===== config.mk =====
export PLATFORM = sky130hd
export DESIGN_NAME = keypad_scanner
export DESIGN_NICKNAME = d
export VERILOG_FILES = /design/src/rtl/keypad_scanner.sv
export SDC_FILE = /design/constraint.sdc
export NUM_CORES = 1
export LEC_CHECK = 0
export BUFFER_PORTS_ARGS = -buffer_cell sky130_fd_sc_hd__buf_4
export CORE_ASPECT_RATIO = 1.75
export CORE_UTILIZATION = 58
export DETAILED_ROUTE_END_ITERATION = 8
export PLACE_DENSITY = 0.75
export SLEW_MARGIN = 0
export SYNTH_ARGS = -nofsm -noshare
export SYNTH_HDL_FRONTEND = slang
export SYNTH_SLANG_ARGS = --single-unit

===== constraint.sdc =====
create_clock -name clock -period 3.1 [get_ports clock]
set_input_delay 0.465 -clock clock [delete_from_list [all_inputs] [get_ports clock]]
set_output_delay 0.465 -clock clock [all_outputs]
set_load 0.005 [all_outputs]

===== src/rtl/keypad_scanner.sv =====
// keypad_scanner
//   Matrix keypad scanner for ROWS x COLS keypads. One column is driven at a
//   time and the row lines are sampled through a 2-flop synchroniser. Each
//   debounced press yields exactly one code (row*COLS + col). Codes go into a
//   small first-word-fall-through FIFO that the host drains with valid/ready.
//
// Ports
//   clock       rising-edge clock
//   reset       asynchronous, active-high; clears all state
//   row         asynchronous row sense, 1 = key closed in the driven column
//   col         one-hot active-high column drive (registered)
//   key_code    head-of-FIFO code
//   key_valid   FIFO non-empty
//   key_ready   host accepts key_code when key_valid && key_ready
//   fifo_count  occupied FIFO entries
//   overflow    one-cycle pulse when a debounced code is dropped (FIFO full)
module keypad_scanner #(
  parameter  int ROWS       = 4,
  parameter  int COLS       = 4,
  parameter  int SETTLE     = 3,
  parameter  int DEBOUNCE   = 4,
  parameter  int FIFO_DEPTH = 4,
  localparam int CODE_W     = ($clog2(ROWS*COLS) > 0) ? $clog2(ROWS*COLS) : 1,
  localparam int CNT_W      = $clog2(FIFO_DEPTH) + 1
) (
  input  logic              clock,
  input  logic              reset,
  input  logic [ROWS-1:0]   row,
  output logic [COLS-1:0]   col,
  output logic [CODE_W-1:0] key_code,
  output logic              key_valid,
  input  logic              key_ready,
  output logic [CNT_W-1:0]  fifo_count,
  output logic              overflow
);

  localparam int RW = (ROWS > 1) ? $clog2(ROWS) : 1;
  localparam int CW = $clog2(COLS);
  localparam int DW = $clog2(SETTLE + 1);
  localparam int BW = $clog2(DEBOUNCE + 1);
  localparam int PW = $clog2(FIFO_DEPTH);

  typedef enum logic [1:0] {SCAN, PRESS, HELD, RELEASE} state_t;

  // ---------------------------------------------------------------------
  // Row synchroniser: sync_pipe[1] is the only row view used by the FSM.
  // ---------------------------------------------------------------------
  logic [1:0][ROWS-1:0] sync_pipe;
  logic [ROWS-1:0]      rs;

  always_ff @(posedge clock or posedge reset) begin
    if (reset) sync_pipe <= '0;
    else       sync_pipe <= {sync_pipe[0], row};
  end

  assign rs = sync_pipe[1];

  // Lowest set row index; scanning downward lets the lowest index win.
  logic [RW-1:0] low_idx;
  logic          low_any;

  always_comb begin
    low_idx = '0;
    low_any = |rs;
    for (int i = ROWS - 1; i >= 0; i--)
      if (rs[i]) low_idx = RW'(i);
  end

  // ---------------------------------------------------------------------
  // Scan / debounce FSM
  // ---------------------------------------------------------------------
  state_t          state, state_n;
  logic [CW-1:0]   c, c_n, c_adv;
  logic [DW-1:0]   dwell, dwell_n;
  logic [RW-1:0]   r, r_n;
  logic [BW-1:0]   deb, deb_n;
  logic [COLS-1:0] col_n;
  logic            push;
  logic [CODE_W-1:0] push_code;

  assign c_adv     = (c == CW'(COLS - 1)) ? '0 : c + 1'b1;
  assign push_code = CODE_W'(r) * CODE_W'(COLS) + CODE_W'(c);

  always_ff @(posedge clock or posedge reset) begin
    if (reset) begin
      state <= SCAN;
      c     <= '0;
      dwell <= '0;
      r     <= '0;
      deb   <= '0;
      col   <= COLS'(1);
    end else begin
      state <= state_n;
      c     <= c_n;
      dwell <= dwell_n;
      r     <= r_n;
      deb   <= deb_n;
      col   <= col_n;
    end
  end

  // deb counts the stable cycle being evaluated, so the threshold fires on
  // the cycle where the count would reach DEBOUNCE, not one cycle later.
  always_comb begin
    state_n = state;
    c_n     = c;
    dwell_n = dwell;
    r_n     = r;
    deb_n   = deb;
    push    = 1'b0;
    unique case (state)
      SCAN: begin
        if (dwell == DW'(SETTLE)) begin
          dwell_n = '0;
          if (!low_any) begin
            c_n = c_adv;
          end else begin
            r_n     = low_idx;
            deb_n   = BW'(1);
            state_n = PRESS;
          end
        end else begin
          dwell_n = dwell + 1'b1;
        end
      end
      PRESS: begin
        if (low_any && low_idx == r) begin
          if (deb >= BW'(DEBOUNCE - 1)) begin
            push    = 1'b1;
            state_n = HELD;
          end else begin
            deb_n = deb + 1'b1;
          end
        end else begin
          state_n = SCAN;
          c_n     = c_adv;
          dwell_n = '0;
        end
      end
      HELD: begin
        if (!low_any) begin
          deb_n   = BW'(1);
          state_n = RELEASE;
        end
      end
      RELEASE: begin
        if (low_any) begin
          state_n = HELD;
        end else if (deb >= BW'(DEBOUNCE - 1)) begin
          state_n = SCAN;
          c_n     = c_adv;
          dwell_n = '0;
        end else begin
          deb_n = deb + 1'b1;
        end
      end
      default: state_n = SCAN;
    endcase
    col_n = COLS'(1) << c_n;
  end

  // ---------------------------------------------------------------------
  // Key-code FIFO (first-word-fall-through). A push into a full FIFO is
  // still accepted when the host pops in the same cycle.
  // ---------------------------------------------------------------------
  logic [FIFO_DEPTH-1:0][CODE_W-1:0] mem;
  logic [PW-1:0] wr_ptr, rd_ptr;
  logic          pop, full, do_push;

  assign pop     = key_valid && key_ready;
  assign full    = (fifo_count == CNT_W'(FIFO_DEPTH));
  assign do_push = push && (!full || pop);

  always_ff @(posedge clock or posedge reset) begin
    if (reset) begin
      mem        <= '0;
      wr_ptr     <= '0;
      rd_ptr     <= '0;
      fifo_count <= '0;
      overflow   <= 1'b0;
    end else begin
      overflow <= push && full && !pop;
      if (do_push) begin
        mem[wr_ptr] <= push_code;
        wr_ptr      <= wr_ptr + 1'b1;
      end
      if (pop) rd_ptr <= rd_ptr + 1'b1;
      unique case ({do_push, pop})
        2'b10:   fifo_count <= fifo_count + 1'b1;
        2'b01:   fifo_count <= fifo_count - 1'b1;
        default: fifo_count <= fifo_count;
      endcase
    end
  end

  assign key_valid = (fifo_count != '0);
  assign key_code  = mem[rd_ptr];

endmodule


==> impl_summary.log, run 1 <==
INFO  metric run_status = complete, no violations
INFO  metric ys_top_cells_by_count = sky130_fd_sc_hd__dfrtp_1 (46), sky130_fd_sc_hd__mux2_2 (20), sky130_fd_sc_hd__nor2_1 (14)
INFO  metric worstPathRequired = 3.33 ns
INFO  metric drt_iter0_drc = 35
INFO  metric die_area = 4148 sq um
INFO  metric maxSlewViolCount = 0
INFO  metric shortest_clock_period_the_worst_path_allows_after_layout = 2.757 ns
INFO  metric element_type_at_the_critical_path_end = flop
INFO  metric vdd.ir_drop.worst = 0.5688 mV
INFO  metric r2r_startpoint = deb[0]
INFO  metric syn-cell-area = 2253 sq um
INFO  metric synthesis.instances = 185
INFO  metric placeable_core_region = 3665 sq um
INFO  metric drc = 0
INFO  metric vias = 1481
INFO  metric maxClockFrequency = 362.8 MHz
INFO  metric synthDominantCellAreaShare = 51.08%
INFO  metric place.port_buffers = 19
INFO  metric setup_tns = 0 ns
INFO  metric postLayoutCellArea = 2540 sq um
INFO  metric cts-hold-fix-buffers = 0
INFO  metric detail-route-antenna-nets = 0
INFO  metric grt.overflow.total = 0
INFO  metric grt_usage = 22.49%
INFO  metric synth-async-reset-ratio = 100.0%
INFO  metric io_pins = 20
INFO  metric timing.final.setup_violations = 0
INFO  metric clk_latency = 0.30 ns
INFO  metric clk_root_buffer_cell = sky130_fd_sc_hd__clkbuf_8
INFO  metric initial_antenna_violation_count = 0
INFO  metric max_cap_violations = 0
INFO  metric seq_area_frac_synth = 52.25%
INFO  metric n_fill_cell = 251
INFO  metric flop_and_latch_count_out_of_synthesis = 47
INFO  metric tightest_pin_transition = 0.5985 ns
INFO  metric tritoncts_num_sinks = 47
INFO  metric finish.net_count = 222
INFO  metric synth_most_common_cell = sky130_fd_sc_hd__dfrtp_1
INFO  metric die_h = 84.46 microns
INFO  metric synthesis.yosys.warnings = 0
INFO  metric clock_path_buffers = 2
INFO  metric netlist_top_cells_area = sky130_fd_sc_hd__dfrtp_1 (51%), sky130_fd_sc_hd__mux2_2 (10%), sky130_fd_sc_hd__ha_1 (5.0%)
INFO  metric area_delta_synth_final = 12.72%
INFO  metric synth_enable_flop_cells = 0
INFO  metric initial_core_util = 61.49%
INFO  metric startpoint_types = flop
INFO  metric predominant_post_synthesis_flop_cell = sky130_fd_sc_hd__dfrtp_1
INFO  metric cts_clock_pin_slew_for_the_worst_setup_and_hold_paths = 0.09 ns
INFO  metric cts_post_setup_buffers_inserted = 0
INFO  metric hpwlAfterDp = 2986 microns
INFO  metric power.density = 936.1 nW/um^2
INFO  metric fp.dieW = 49.12 microns
INFO  metric regArea = 1177 sq um
INFO  metric ys_types = 44
INFO  metric avgViaCountPerCell = 5.877
INFO  metric overall_routed_net_length = 3986 microns
INFO  metric number_of_global_route_vias_before_repair = 1593
INFO  metric largest_net_degree_at_the_start_of_global_routing = 38
INFO  metric cts_repair_resize_count = 0
INFO  metric place.gp.congestion = 0.7961
INFO  metric postSynthAreaPerCell = 12.18 sq um
INFO  metric hold_viol_final = 0
INFO  metric worst-path-max-fanout = 6
INFO  metric yosys.area.top_type = sky130_fd_sc_hd__dfrtp_1
INFO  metric rrSetupSlack = 0.34 ns
INFO  metric depth_of_the_worst_register_to_register_path = 11
INFO  metric fp-row-count = 29
INFO  metric path_class = flop to flop
INFO  metric cts_tree = built
INFO  metric multi_input_area = 999.7 sq um
INFO  metric num_antenna_cells = 0
INFO  metric cts_made_buffers = 5
INFO  metric timing.max_slew.rel_slack = 60.10%
INFO  metric worst_clock_skew = 0.007167 ns
INFO  metric drtPass1Iterations = 4
INFO  metric drive_above_1_share = 28.64%
INFO  metric static-leakage-power = 0.001193 uW
INFO  metric first_pass_grt_wire_length = 7038 microns
INFO  metric worst_ep_arrival_time = 2.98 ns
INFO  metric mappedNetlistNets = 202
INFO  metric worstHoldPathType = input port to asynchronous set/reset pin
INFO  metric post_drt_wl_per_cell = 15.82 microns
INFO  metric final_min_period_over_clock_period = 88.92%
INFO  metric dpl_cell_area = 2430 sq um
INFO  metric cts_max_level = 2
INFO  metric worstReg2RegEnd = fifo_count[2]
INFO  metric rsz0062_at_grt = no
[area by class of cell]
class,instances,area share (%)
tap,46,2.266
timing repair buffer,21,6.207
multi-input combinational,120,39.36
clock buffer,6,2.857
clock inverter,2,1.478
sequential,47,46.35
inverter,10,1.478
[per-stage QoR]
step	hold WS, ns	util, %	setup slack [ns]	total power, uW	cells
final	0.09432	69.31	0.3434	2378	252
after global routing	0.1020	69.31	0.1446	2565	252
after CTS	0.1012	69.31	0.3125	2396	252
after detailed placement	0.3362	66.30	0.3450	1951	244
after global placement	0.3342	66.30	0.4998	1864	244
after floorplan	0.3312	-	0.6414	1665	185
[worst max-delay path: stages (launching register included)]
cell and delay [ns]:
sky130_fd_sc_hd__dfrtp_1 0.44, sky130_fd_sc_hd__ha_1 0.23, sky130_fd_sc_hd__ha_1 0.20, sky130_fd_sc_hd__a211oi_1 0.39
sky130_fd_sc_hd__nor3_1 0.18, sky130_fd_sc_hd__nand3_1 0.19, sky130_fd_sc_hd__ha_1 0.21, sky130_fd_sc_hd__inv_1 0.06
sky130_fd_sc_hd__fa_1 0.37, sky130_fd_sc_hd__xor2_1 0.15, sky130_fd_sc_hd__nor2_1 0.11, sky130_fd_sc_hd__xor2_1 0.15
[how the worst max path moves through the flow]
stage	start	slack (ns)	endpoint	cells after the start
floorplan	deb[0]	0.64	fifo_count[2]	11
global placement	deb[0]	0.50	fifo_count[2]	11
detailed placement	deb[0]	0.35	fifo_count[2]	11
CTS	deb[0]	0.31	fifo_count[2]	11
global route	deb[0]	0.14	fifo_count[2]	11
finish	deb[0]	0.34	fifo_count[2]	11
[logic make-up after synthesis]
family                   count (synthesis)  synth area share (%)
AND/OR/NAND/NOR                         51                 12.55
XOR/XNOR                                 6                 2.332
flip-flops                              47                 52.25
multiplexers                            29                 16.27
AO/OA/AOI/OAI                           24                 7.330
buffers and inverters                   18                 3.387
adder cells (fa/ha/maj)                 10                 5.886
[state kept, by name, summed over array words and instances, names as in the netlist, 3 cells and up]
signal      count
col             4
deb             3
fifo_count      3
mem            16
rs              4
sync_pipe       4
[routing by layer]
metal,share of wire [%],vias to the layer above,track usage [%]
met2,53,33,39.10
li1,-,691,-
met4,3.2,0,14.17
met1,40,746,24.75
met3,3.6,11,3.804
met5,0,-,0
[where the power goes]
| group | internal, uW | switching (uW) |
|---|---|---|
| registers | 795 | 256 |
| clock network | 241 | 202 |
| logic | 468 | 415 |
| total | 1500 | 874 |
[cell usage in the layout (no fill, tap or decap), drive strengths merged, types with 4 or more instances in the layout]
cell type	instances
clkbuf	6
nor2	14
buf	21
o21ai	7
mux2i	4
a21oi	5
ha	9
mux4	4
dfrtp	46
nand2	6
mux2	21
nor2b	9
inv	9
nand4	4
Note: power is estimated with default switching activity, not from simulation.
==> inputs of run 2 (changes only) <==
--- a/config.mk
+++ b/config.mk
@@ -7,9 +7,9 @@
 export LEC_CHECK = 0
 export BUFFER_PORTS_ARGS = -buffer_cell sky130_fd_sc_hd__buf_4
 export CORE_ASPECT_RATIO = 1.75
-export CORE_UTILIZATION = 58
+export CORE_UTILIZATION = 59
 export DETAILED_ROUTE_END_ITERATION = 8
-export PLACE_DENSITY = 0.75
+export PLACE_DENSITY = 0.76
 export SLEW_MARGIN = 0
 export SYNTH_ARGS = -nofsm -noshare
 export SYNTH_HDL_FRONTEND = slang
==> constraint.sdc (replaced) <==
create_clock -name clock -period 3.2 [get_ports clock]
set_input_delay 0.48 -clock clock [delete_from_list [all_inputs] [get_ports clock]]
set_output_delay 0.48 -clock clock [all_outputs]
set_load 0.005 [all_outputs]
==> run 2 against run 1 <==
Effect of this change:
- clock skew decreased by 0.0056 ns
- utilization about the same
- register-to-register slack improved by 0.03 ns
- worst setup slack improved by 0.028 ns
- non-clock buffer count unchanged
- via count increased by 0.68%
- wire length increased by 4.7%
- maximum frequency decreased by 2.5%
- clock-buffer cell count unchanged
- critical path depth unchanged
- design area decreased by 0.99%
- total power decreased by 5.9%
- critical path type unchanged
- highest routed layer unchanged
==> impl_summary.log, run 2 (synthesis results as in run 1) <==
INFO  metric worstPathRequired = 3.42 ns (+0.09 ns)
INFO  metric tightest_pin_transition = 0.6446 ns (+0.04607 ns)
INFO  metric path_class = flop to flop
INFO  metric cts_repair_resize_count = 0 (unchanged)
INFO  metric grt.met1_usage = 25.72% (+0.97 points)
INFO  metric maxClockFrequency = 353.6 MHz (-2.5%)
INFO  metric dpl_cell_area = 2430 sq um (unchanged)
INFO  metric die_area = 4080 sq um (-1.6%)
INFO  metric register_with_the_highest_flop_count = mem
INFO  metric finish.cell_count_without_fillers = 252 (unchanged)
INFO  metric timing.max_slew.rel_slack = 56.76% (-3.3 points)
INFO  metric depth_of_the_worst_register_to_register_path = 11 (unchanged)
INFO  metric drtPass1Iterations = 4 (unchanged)
INFO  metric place.gp.congestion = 0.7979 (+0.23%)
INFO  metric layout_common_cells = sky130_fd_sc_hd__dfrtp_1 (46), sky130_fd_sc_hd__buf_4 (21), sky130_fd_sc_hd__mux2_2 (20)
INFO  metric rrSetupSlack = 0.37 ns (+0.03 ns)
INFO  metric initial_antenna_violation_count = 0 (unchanged)
INFO  metric drt_iter0_drc = 23 (-34%)
INFO  metric mostFrequentLayoutCell = sky130_fd_sc_hd__dfrtp_1
INFO  metric met2_resource_use_gr = 40.28% (+1.2 points)
INFO  metric shortest_clock_period_the_worst_path_allows_after_layout = 2.828 ns (+0.07160 ns)
INFO  metric startpoint_types = flop
INFO  metric area_delta_synth_final = 11.60%
INFO  metric grt.overflow.total = 0 (unchanged)
INFO  metric worstReg2RegEnd = fifo_count[2]
INFO  metric io_pins = 20 (unchanged)
INFO  metric run_status = complete, no violations
INFO  metric initial_core_util = 62.10% (+0.61 points)
INFO  metric tritoncts_num_sinks = 47 (unchanged)
INFO  metric drive_above_1_share = 28.64% (unchanged)
INFO  metric vias = 1491 (+0.68%)
INFO  metric hold_viol_final = 0 (unchanged)
INFO  metric postLayoutCellArea = 2515 sq um (-0.99%)
INFO  metric power.density = 889.4 nW/um^2 (-5.0%)
INFO  metric totalPowerFinal = 2237 uW (-5.9%)
INFO  metric cts_post_setup_buffers_inserted = 0 (unchanged)
INFO  metric cts-hold-fix-buffers = 0 (unchanged)
INFO  metric worstHoldPathType = input port to asynchronous set/reset pin
INFO  metric detail-route-antenna-nets = 0 (unchanged)
INFO  metric die_h = 83.76 microns (-0.83%)
INFO  metric cts_made_buffers = 5 (unchanged)
INFO  metric crit_start = deb[0]
INFO  metric element_type_at_the_critical_path_end = flop
INFO  metric cts_clock_pin_slew_for_the_worst_setup_and_hold_paths = 0.08 ns (about the same)
INFO  metric count_of_placed_standard_cells_including_taps = 244 (unchanged)
INFO  metric worst_ep_arrival_time = 3.05 ns (+0.07 ns)
INFO  metric place.port_buffers = 19 (unchanged)
INFO  metric globalRouteMet3Util = 5.647% (+1.8 points)
INFO  metric first_pass_grt_wire_length = 7051 microns (+0.18%)
INFO  metric grt-busiest-layer = met2
INFO  metric clock_path_buffers = 2 (unchanged)
INFO  metric worst_clock_skew = 0.001537 ns (-0.005631 ns)
INFO  metric flip_flop_count_of_the_largest_register_after_layout = 16 (unchanged)
INFO  metric final_min_period_over_clock_period = 88.38% (-0.54 points)
INFO  metric hpwlAfterDp = 3068 microns (+2.7%)
INFO  metric post_drt_wl_per_cell = 16.57 microns (+4.7%)
INFO  metric fp.dieW = 48.72 microns (-0.82%)
INFO  metric worst-path-max-fanout = 6 (unchanged)
INFO  metric rsz0062_at_grt = no
INFO  metric r2r_startpoint = deb[0]
INFO  metric number_of_global_route_vias_before_repair = 1547 (-2.9%)
INFO  metric num_antenna_cells = 0 (unchanged)
INFO  metric static-leakage-power = 0.001183 uW (-0.86%)
INFO  metric clk_latency = 0.29 ns (about the same)
INFO  metric max_cap_violations = 0 (unchanged)
INFO  metric largest_net_degree_at_the_start_of_global_routing = 30 (-21%)
INFO  metric setup_tns = 0 ns (unchanged)
INFO  metric timing.final.setup_violations = 0 (unchanged)
INFO  metric clk_root_buffer_cell = sky130_fd_sc_hd__clkbuf_8
INFO  metric cts_tree = built
INFO  metric overall_routed_net_length = 4175 microns (+4.7%)
INFO  metric cts_max_level = 2 (unchanged)
INFO  metric maxSlewViolCount = 0 (unchanged)
INFO  metric finish.net_count = 222 (unchanged)
INFO  metric setup.worst_path.end = fifo_count[2]
INFO  metric avgViaCountPerCell = 5.917 (+0.68%)
INFO  metric vdd.ir_drop.worst = 0.6693 mV (+18%)
INFO  metric fp-row-count = 29 (unchanged)
INFO  metric drc = 0 (unchanged)
INFO  metric grt_usage = 22.87% (+0.38 points)
INFO  metric placeable_core_region = 3628 sq um (-0.99%)
run 2: changes by cell type in the layout (fill, tap and decap cells not counted):
cell                        before  now
sky130_fd_sc_hd__clkinv_2        0    1
sky130_fd_sc_hd__bufinv_16       1    0
run 2: where the power goes:
part | switching [uW] | internal (uW)
Clock | 188 | 153
Combinational | 420 | 458
Sequential | 248 | 770
run 2: worst min path at each step:
stage               slack [ns]          from  depth (start not counted)           end
floorplan                 0.33  sync_pipe[0]                          0         rs[0]
detailed placement        0.33  sync_pipe[3]                          0         rs[3]
global placement          0.33  sync_pipe[2]                          0         rs[2]
global route              0.22         reset                          2  sync_pipe[0]
finish                    0.19         reset                          2          r[1]
CTS                       0.20         reset                          2  sync_pipe[0]
run 2: layout make-up:
class | count | area, sq um
Clock buffer | 6 | 72.57
Clock inverter | 2 | 12.51
Fill cell | 284 | 1114
Inverter | 10 | 37.54
Multi-Input combinational cell | 120 | 999.7
Sequential cell | 47 | 1177
Tap cell | 46 | 57.56
Timing Repair Buffer | 21 | 157.7
run 2: through the flow:
stage	hold slack [ns]	util, %	worst slack [ns]
4_1_cts	0.2044	69.31	0.3733
6_report	0.1941	69.31	0.3718
3_3_place_gp	0.3335	66.97	0.6009
2_1_floorplan	0.3312	-	0.7414
5_1_grt	0.2206	69.31	0.1630
3_5_place_dp	0.3347	66.97	0.3900
run 2: worst max-delay path, cell delays in order (launching register included):
cell	delay [ns]
sky130_fd_sc_hd__dfrtp_1	0.43
sky130_fd_sc_hd__ha_1	0.24
sky130_fd_sc_hd__ha_1	0.21
sky130_fd_sc_hd__a211oi_1	0.40
sky130_fd_sc_hd__nor3_1	0.19
sky130_fd_sc_hd__nand3_1	0.19
sky130_fd_sc_hd__ha_1	0.22
sky130_fd_sc_hd__inv_1	0.06
sky130_fd_sc_hd__fa_1	0.37
sky130_fd_sc_hd__xor2_1	0.15
sky130_fd_sc_hd__nor2_1	0.12
sky130_fd_sc_hd__xor2_1	0.15
run 2: layer usage:
layer | vias to the layer above | wire length (microns)
li1 | 687 | -
met2 | 36 | 2345
met3 | 11 | 163
met4 | 0 | 92
met5 | - | 0
met1 | 757 | 1574
